--- config.mk ---
export PLATFORM = sky130hd
export DESIGN_NAME = ovengame
export DESIGN_NICKNAME = d
export VERILOG_FILES = /design/src/rtl/bitbakery_pkg.sv /design/src/rtl/contador_m.sv /design/src/rtl/lfsr_alvo.sv /design/src/rtl/ovengame.sv
export SDC_FILE = /design/constraint.sdc
export NUM_CORES = 1
export LEC_CHECK = 0
export CAP_MARGIN = 5
export CORE_UTILIZATION = 35
export DETAILED_ROUTE_END_ITERATION = 10
export PLACE_DENSITY_LB_ADDON = 0.15
export SYNTH_ARGS = -nofsm -noshare
export SYNTH_HDL_FRONTEND = slang
export SYNTH_SLANG_ARGS = --single-unit
--- constraint.sdc ---
create_clock -name clock -period 3.5 [get_ports clock]
set_input_delay 0.525 -clock clock [delete_from_list [all_inputs] [get_ports clock]]
set_output_delay 0.525 -clock clock [all_outputs]
set_load 0.01 [all_outputs]
--- src/rtl/bitbakery_pkg.sv ---
// rtl/bitbakery_pkg.sv - shared minigame interface widths and state codes
package bitbakery_pkg;

  localparam int N_BOTOES = 7;
  localparam int W_ESTADO = 4;
  localparam int W_PONTOS = 3;

  // Index value meaning "no previous target" for the no-repeat rule.
  localparam logic [2:0] SEM_ALVO = 3'd7;

  typedef enum logic [3:0] {
    INICIAL = 4'h0,
    PREPARA = 4'h2,
    ESPERA  = 4'h3,
    MOSTRA  = 4'h4,
    ACERTO  = 4'h5,
    ERRO    = 4'h6,
    PROXIMA = 4'h7,
    FIM     = 4'hF
  } estado_t;

endpackage

--- src/rtl/contador_m.sv ---
// rtl/contador_m.sv - modulo counter with runtime modulus and terminal count
module contador_m #(
  parameter int W = 8
) (
  input  logic         clock,
  input  logic         reset,
  input  logic         clear_i,
  input  logic         enable_i,
  input  logic [W-1:0] modulo_i,
  output logic         tc_o
);

  logic [W-1:0] count_q;
  logic [W-1:0] count_d;

  // Terminal count is the last value of the modulus, so an enabled run of
  // modulo_i cycles starting from zero ends on the cycle tc_o is high.
  assign tc_o = (count_q == modulo_i - W'(1));

  always_comb begin
    count_d = count_q;
    if (clear_i) begin
      count_d = '0;
    end else if (enable_i) begin
      count_d = tc_o ? '0 : count_q + W'(1);
    end
  end

  always_ff @(posedge clock or posedge reset) begin
    if (reset) begin
      count_q <= '0;
    end else begin
      count_q <= count_d;
    end
  end

endmodule

--- src/rtl/lfsr_alvo.sv ---
// rtl/lfsr_alvo.sv - free-running 7-bit LFSR and non-repeating oven index
module lfsr_alvo #(
  parameter logic [6:0] SEED = 7'h5A
) (
  input  logic       clock,
  input  logic       reset,
  input  logic [2:0] prev_idx,
  output logic [2:0] idx
);

  logic [6:0] lfsr_q;
  logic [6:0] lfsr_d;
  logic [2:0] t;

  // x^7 + x^6 + 1 is maximal length, so a nonzero seed never reaches zero.
  assign lfsr_d = {lfsr_q[5:0], lfsr_q[6] ^ lfsr_q[5]};

  always_ff @(posedge clock or posedge reset) begin
    if (reset) begin
      lfsr_q <= SEED;
    end else begin
      lfsr_q <= lfsr_d;
    end
  end

  assign t   = 3'(lfsr_q % 7'd7);
  assign idx = (t == prev_idx) ? ((t == 3'd6) ? 3'd0 : t + 3'd1) : t;

endmodule

--- src/rtl/ovengame.sv ---
// rtl/ovengame.sv - oven reaction minigame: light a random oven, score matching presses
module ovengame
  import bitbakery_pkg::*;
#(
  parameter int         ROUNDS       = 7,
  parameter int         GAP          = 500,
  parameter int         TIMEOUT_EASY = 3000,
  parameter int         TIMEOUT_HARD = 1500,
  parameter logic [6:0] SEED         = 7'h5A
) (
  input  logic                clock,
  input  logic                reset,
  input  logic                jogar,
  input  logic                dificuldade,
  input  logic [N_BOTOES-1:0] botoes,
  output logic [W_ESTADO-1:0] estado,
  output logic [N_BOTOES-1:0] jogadas,
  output logic [W_PONTOS-1:0] pontuacao,
  output logic                pronto
);

  localparam int TMAX = (TIMEOUT_EASY > TIMEOUT_HARD) ? TIMEOUT_EASY : TIMEOUT_HARD;
  localparam int TW   = $clog2(TMAX + 1);
  localparam int GW   = $clog2(GAP + 1);

  estado_t             state_q, state_d;
  logic                dif_q, dif_d;
  logic [W_PONTOS-1:0] score_q, score_d;
  logic [2:0]          round_q, round_d;
  logic [2:0]          target_q, target_d;
  logic [N_BOTOES-1:0] botoes_prev_q;

  logic [2:0]          idx;
  logic                gap_tc;
  logic                resp_tc;
  logic [N_BOTOES-1:0] press_edge;
  logic [N_BOTOES-1:0] target_oh;

  lfsr_alvo #(.SEED(SEED)) u_alvo (
    .clock    (clock),
    .reset    (reset),
    .prev_idx (target_q),
    .idx      (idx)
  );

  // Both timers are held at zero outside their state, so each visit starts
  // fresh: ESPERA lasts GAP cycles and MOSTRA at most the latched timeout.
  contador_m #(.W(GW)) u_gap (
    .clock    (clock),
    .reset    (reset),
    .clear_i  (state_q != ESPERA),
    .enable_i (1'b1),
    .modulo_i (GW'(GAP)),
    .tc_o     (gap_tc)
  );

  contador_m #(.W(TW)) u_resp (
    .clock    (clock),
    .reset    (reset),
    .clear_i  (state_q != MOSTRA),
    .enable_i (1'b1),
    .modulo_i (dif_q ? TW'(TIMEOUT_HARD) : TW'(TIMEOUT_EASY)),
    .tc_o     (resp_tc)
  );

  assign press_edge = botoes & ~botoes_prev_q;
  assign target_oh  = N_BOTOES'(1) << target_q;

  always_comb begin
    state_d  = state_q;
    dif_d    = dif_q;
    score_d  = score_q;
    round_d  = round_q;
    target_d = target_q;
    case (state_q)
      INICIAL, FIM: begin
        if (jogar) begin
          dif_d   = dificuldade;
          score_d = '0;
          round_d = '0;
          state_d = PREPARA;
        end
      end
      PREPARA: begin
        target_d = idx;
        state_d  = ESPERA;
      end
      ESPERA: begin
        if (gap_tc) state_d = MOSTRA;
      end
      MOSTRA: begin
        // A press edge wins over the timeout landing on the same cycle.
        if (press_edge != '0) begin
          state_d = (press_edge == target_oh) ? ACERTO : ERRO;
        end else if (resp_tc) begin
          state_d = ERRO;
        end
      end
      ACERTO: begin
        score_d = (score_q == '1) ? score_q : score_q + W_PONTOS'(1);
        round_d = round_q + 3'd1;
        state_d = PROXIMA;
      end
      ERRO: begin
        round_d = round_q + 3'd1;
        state_d = dif_q ? FIM : PROXIMA;
      end
      PROXIMA: begin
        state_d = (round_q == 3'(ROUNDS)) ? FIM : PREPARA;
      end
      default: state_d = INICIAL;
    endcase
  end

  always_ff @(posedge clock or posedge reset) begin
    if (reset) begin
      state_q       <= INICIAL;
      dif_q         <= 1'b0;
      score_q       <= '0;
      round_q       <= '0;
      target_q      <= SEM_ALVO;
      botoes_prev_q <= '0;
    end else begin
      state_q       <= state_d;
      dif_q         <= dif_d;
      score_q       <= score_d;
      round_q       <= round_d;
      target_q      <= target_d;
      botoes_prev_q <= botoes;
    end
  end

  assign estado    = state_q;
  assign jogadas   = (state_q == MOSTRA) ? target_oh : '0;
  assign pontuacao = score_q;
  assign pronto    = (state_q == FIM);

endmodule

## Word-level counts from Yosys, hierarchy flattened

Cells that the tools add are included.

- Register bits after elaboration: 49
- Output and inout port bits: 15
- Input bits: 11
- Word-level logic and storage cells: 70

- Bitwise gates (word level): 3
- Eq/ne operators: 20
- Shift operators: 1
- Muxes and demuxes: 20
- Reduce and logical (&&, ||, !) cells: 10
- $add $sub $neg: 6
- Div/mod/pow operators: 1

Operators by type and width:

| operator | count |
|---|---|
| $mux 12 | 3 |
| $pmux 4 s7 | 1 |
| $mux 4 | 6 |
| $mux 9 | 2 |
| $eq 4x3->1 const B | 4 |
| $add 12x1->12 const B | 1 |
| $eq 12x12->1 | 1 |
| $mux 3 | 4 |
| $pmux 3 s2 | 2 |
| $sub 12x1->12 const B | 1 |
| $add 3x1->3 const B | 3 |
| $add 9x1->9 const B | 1 |
| $eq 3x3->1 const B | 3 |
| $eq 9x9->1 const B | 1 |
| $eq 4x2->1 const B | 2 |
| $and 7x7->7 | 1 |
| $eq 7x7->1 | 1 |
| $mod 7x3->7 const B | 1 |
| $mux 7 | 1 |
| $not 7->7 | 1 |
| $reduce_bool 7->1 | 1 |
| $shl 1x3->7 const A | 1 |
| $reduce_and 3->1 | 2 |
| $eq 4x4->1 const B | 1 |
| 12 further kinds | 16 |

## Longest topological paths before layout

- Word-level depth: 6
- Mapped depth: 15
- Mapped depth without buffers: 14

## Cells and area by module

From an unflattened synthesis, not the netlist that was laid out.

- Cells, all modules: 538
- Area, all modules: 4435.5 um^2

By module, submodules not included:

| module | sequential area each (um^2) | area each (um^2) | instances | cells each |
|---|---|---|---|---|
| contador_m (u_resp) | 300.3 | 1335.0 | 1 | 171 |
| ovengame | 529.3 | 1249.9 | 1 | 133 |
| lfsr_alvo | 180.2 | 1081.0 | 1 | 141 |
| contador_m (u_gap) | 225.2 | 769.5 | 1 | 93 |

## Least setup slack after synthesis

No wires, ideal clock.

- Path kind: flip-flop to flip-flop
- Start: register u_alvo.lfsr_q[6]
- End: register target_q[0]
- Slack: 28 ps
- Setup time: 69 ps
- Data arrival time: 3402 ps
- Cell stages (with the launch flop): 15
- Period minus slack after synthesis: 3472 ps
- Data required time: 3431 ps
- Buffers on the path: 1
- Cell sequence: dfstp_2 ha_1 clkbuf_1 nor3b_1 a32o_1 o31ai_1 nor3_1 o21ai_1 ha_1 inv_1 or4_4 a21o_1 and2_0 o32a_1 o21ai_2

- Longest elaborated chain between the ends: 4
- Elaborated cells between the ends (all ways): 6
- Those cells by class: add/sub (1); div (1); eq/ne (2); mux (2)

Ends and longest elaborated chain:

| what | line | RTL |
|---|---|---|
| start, declared | lfsr_alvo.sv:11 | `logic [6:0] lfsr_q;` |
| start signal, assigned | lfsr_alvo.sv:22 | `lfsr_q <= lfsr_d;` |
| $mod 7x3->7 (*) | lfsr_alvo.sv:26 | `assign t = 3'(lfsr_q % 7'd7);` |
| $add 3x1->3 / $eq 3x3->1 (equally long branches) | lfsr_alvo.sv:27 | `assign idx = (t == prev_idx) ? ((t == 3'd6) ? 3'd0 : t + 3'd1) : t;` |
| $mux 3 | lfsr_alvo.sv:27 |  |
| $mux 3 (*) | lfsr_alvo.sv:27 |  |
| end signal, assigned | ovengame.sv:128 | `target_q <= target_d;` |
| end, declared | ovengame.sv:30 | `logic [2:0] target_q, target_d;` |

Mark *: on every way between the ends. The rest lies on a longest branch, timed or not.
A chain may end at the register's enable or synchronous reset.

## Final worst setup path

- Start: register u_alvo.lfsr_q[1]
- End: register target_q[0]

Same word-level chain as after synthesis.

==> summary.md <==
| Metric | Value |
|---|---|
| Final core utilization | `between 40% and 50%` |
| Rel. slew slack | `between 30% and 40%` |
| Slowest cell on crit path | `or3_1` |
| Compound-Gate Fraction of Synth Area | `between 10% and 20%` |
| Failing checks | `design-rule violations` |
| DRC viols | `2` |
| Synth cell count leaders | `56 x nor2_1, 42 x dfrtp_1, 25 x nand2_1, 19 x nand3_1, 15 x xnor2_1` |
| Cell taking the most area after synthesis | `dfrtp_1` |
| Crit path kind | `reg2reg` |
| Worst setup SP type | `flip-flop` |
| Worst slack, placed | `19.8 ps` |
| Antenna-violating nets left | `0` |
| Ys flop type | `dfrtp_1` |
| Layout cells sized above 1 | `about 16%` |
| Flops & latches, synth | `between 40 and 50` |
| Mux contribution to synthesized area | `approximately 1.7%` |
| Crit end category | `flip-flop` |
| Arrival time at the worst endpoint | `around 3700 ps` |
| Syn-to-layout area delta | `20.9%` |
| Ys Warns | `0` |
| CTS Root Cell | `clkbuf_8` |
| Vias | `2794` |
| Post-Synth Adder-Cell Area | `roughly 3.8%` |
| Crit-path max FO | `5` |
| Post-layout minimum cycle time | `3410 ps` |
| CTS tree | `built` |
| Iter 0 DRT Violations | `around 120` |
| Post-synth EDFFs | `0` |
| Slack of the critical path | `93.8 ps` |
| Pwr/cell area | `~440 mW/mm2` |
| Maximum vdd drop | `~300 uV` |
| Clock-pin slew on the worst setup and hold paths | `100 ps` |
| Core area | `between 0.008 and 0.009 mm2` |
| RSZ-0062 raised after global routing | `true` |
| Outcome | `finished with violations` |
| Initial Util | `between 30% and 40%` |
| Nets | `around 430` |
| Syn_nets | `~390` |
| Tot GR Track Use | `~16%` |
| H-tree levels | `2` |
| Clock buffer depth | `2` |
| FILL cells | `868` |
| Detailed Place HPWL | `between 5000 and 6000 um` |
| Slew @ Worst Pin | `1020 ps` |
| FF/Latch Area | `between 0.001 and 0.0015 mm2` |
| Final worst-path cycle share | `between 90% and 100%` |
| Fin cells | `just over 500` |
| Die span in x | `around 98 um` |
| CP required | `3740 ps` |
| RePlAce Congestion | `between 0.8 and 0.9` |
| CP cell instances | `buf_6, nor4_4, a31oi_1, o211a_1, or3_1, a211o_1, or4_4, a21o_1, and2_1, o32a_1, o21ai_2` |
| Hold Crit Class | `reg2reg` |
| Largest net degree at the start of global routing | `49` |
| Number of CTS-inserted buffers | `5` |
| Antenna Cells | `0` |
| Setup TNS | `0 ps` |
| CP max stage delay | `approximately 430 ps` |
| First-pass GRT wire length | `about 13000 um` |
| Sink Count | `between 40 and 50` |
| Number of global-route vias before repair | `approximately 2700` |
| Die Area | `approximately 0.0095 mm2` |
| Lkg Pwr | `about 1.6 nW` |
| Synth top area share | `between 30% and 40%` |
| Via density | `around 5.4` |
| Hold slack final | `404 ps` |
| Placed Instances | `501` |
| Max cap viols | `0` |
| Post-synthesis xor/xnor area fraction | `about 7.5%` |
| Largest family of logic cells by synthesized area | `simple AND/OR/NAND/NOR gates` |
| Synth Area per Inst | `approximately 8.7 um2` |
| Dominant cells by area after synthesis | `dfrtp_1 33%, nor2_1 6.6%, dfstp_2 5.7%, xnor2_1 4.1%, ha_1 3.5%` |
| Mapped cell area | `0.00320 mm2` |
| FP Rows | `34` |
| Setup violations, final | `0` |
| Post-Synthesis Cells | `about 370` |
| Drt first pass iters | `8` |
| Slew Limit Fails | `0` |
| Sequential share of the synthesized area | `38.6%` |
| Io pins | `26` |
| Top-count cell post-synth | `nor2_1` |
| Hold Violations, Final | `0` |
| Worst-skew pair later-pin latency | `~300 ps` |
| # port buffers | `25` |
| Die H | `97.7 um` |
| Initial antenna violation count | `0` |
| Final Skew | `18.6 ps` |
| WL per Instance | `14.8 um` |
| Area of the multi-input gates | `0.00193 mm2` |
| F_max | `approximately 290 MHz` |
| Overflow after GRT | `0` |
| Overall routed net length | `approximately 7600 um` |
| Simple-gate share of the synthesized area | `between 20% and 30%` |
| Ys async rst share | `100%` |
| Synth unique cells | `between 60 and 70` |
-- path summary, 6_finish.rpt --
| check | start | endpoint | slack (ps) | cells after the start |
|---|---|---|---|---|
| setup / recovery | u_alvo.lfsr_q[1]$_DFF_PP1_ | target_q[0]$_DFFE_PP1P_ | 90 | 11 |
| hold / removal | u_alvo.lfsr_q[3]$_DFF_PP1_ | u_alvo.lfsr_q[4]$_DFF_PP1_ | 400 | 0 |
| setup reg to reg | u_alvo.lfsr_q[1]$_DFF_PP1_ | target_q[0]$_DFFE_PP1P_ | 90 | 11 |
| hold reg to reg | u_alvo.lfsr_q[3]$_DFF_PP1_ | u_alvo.lfsr_q[4]$_DFF_PP1_ | 400 | 0 |
| max in group asynchronous | reset | target_q[2]$_DFFE_PP1P_ | 2020 | 3 |
| min in group asynchronous | reset | botoes_prev_q[2]$_DFF_PP0_ | 780 | 2 |
-- what timing repair did --
item | in CTS | in global routing
hold buffers | 0 | 0
resized for setup | 0 | 22
buffers inserted | 0 | 5
endpoints found under the setup margin | 0 | 3
-- metal layers --
metal | share of wire [%] | wire length, um | track usage (%)
met5 | 0 | 0 | 0
met4 | 0.99 | 75 | 4.43
met3 | 2.2 | 165 | 2.73
met2 | 47 | 3590 | 26.0
met1 | 50 | 3760 | 23.2
-- through the flow --
stage / cell area, um2 / power (mW)
after CTS: 3730 / 1.73
after global routing: 3870 / 1.86
after global placement: 3650 / 1.39
final: 3870 / 1.71
after floorplan: 3200 / 1.18
after detailed placement: 3650 / 1.40
-- state kept, by name (all words and copies together), names as in the netlist --
signal	cells
botoes_prev_q	7
u_gap.count_q	9
dif_q	1
u_resp.count_q	12
target_q	3
pontuacao	3
round_q	3
u_alvo.lfsr_q	7
estado	4
-- kinds of logic (layout without fill, tap and decap cells) --
logic type,count (synthesis),after routing
compound gates,75,75
buf+inv,31,69
simple gates,171,171
flops,49,49
mux,5,5
xor+xnor,26,26
fa+ha+maj,10,10
-- final cells by class --
type	instances	share of cell area (%)
multi-input cells	287	49.9
flip-flops and latches	49	31.9
repair buffers	48	11.1
well taps	108	3.49
clock buffers	5	1.78
inverters	14	1.36
clock inverters	2	0.420
-- report_power, final --
part           switching [mW]  internal, mW
clock                   0.193         0.138
sequential              0.145         0.653
combinational           0.303         0.282
total                   0.641          1.07
-- critical path, delay by kind of cell, from the launching register on --
kind                   cells  cell delay, ps
DFF                        1             390
AOI/OAI and AO/OA          6            1450
buffers and inverters      1             120
and+or+nand+nor            4            1390
-- cell usage in the layout (no fill, tap or decap), types with 5 or more instances in the layout --
cell | Yosys | routed
clkdlybuf4s50_1 | 0 | 25
clkbuf_8 | 0 | 5
nor3_1 | 13 | 11
inv_1 | 13 | 11
dfrtp_1 | 42 | 42
dfstp_2 | 7 | 7
a21oi_1 | 13 | 12
nand4_1 | 8 | 8
a21o_1 | 7 | 7
xor2_1 | 10 | 10
buf_4 | 0 | 21
nor2b_1 | 10 | 10
nor2_1 | 56 | 54
nand2_1 | 25 | 25
and2_1 | 5 | 5
nand2b_1 | 5 | 5
nand3_1 | 19 | 19
xnor2_1 | 15 | 15
o21ai_0 | 12 | 12
ha_1 | 9 | 6
No activity file was read; power rests on OpenSTA's default activity.
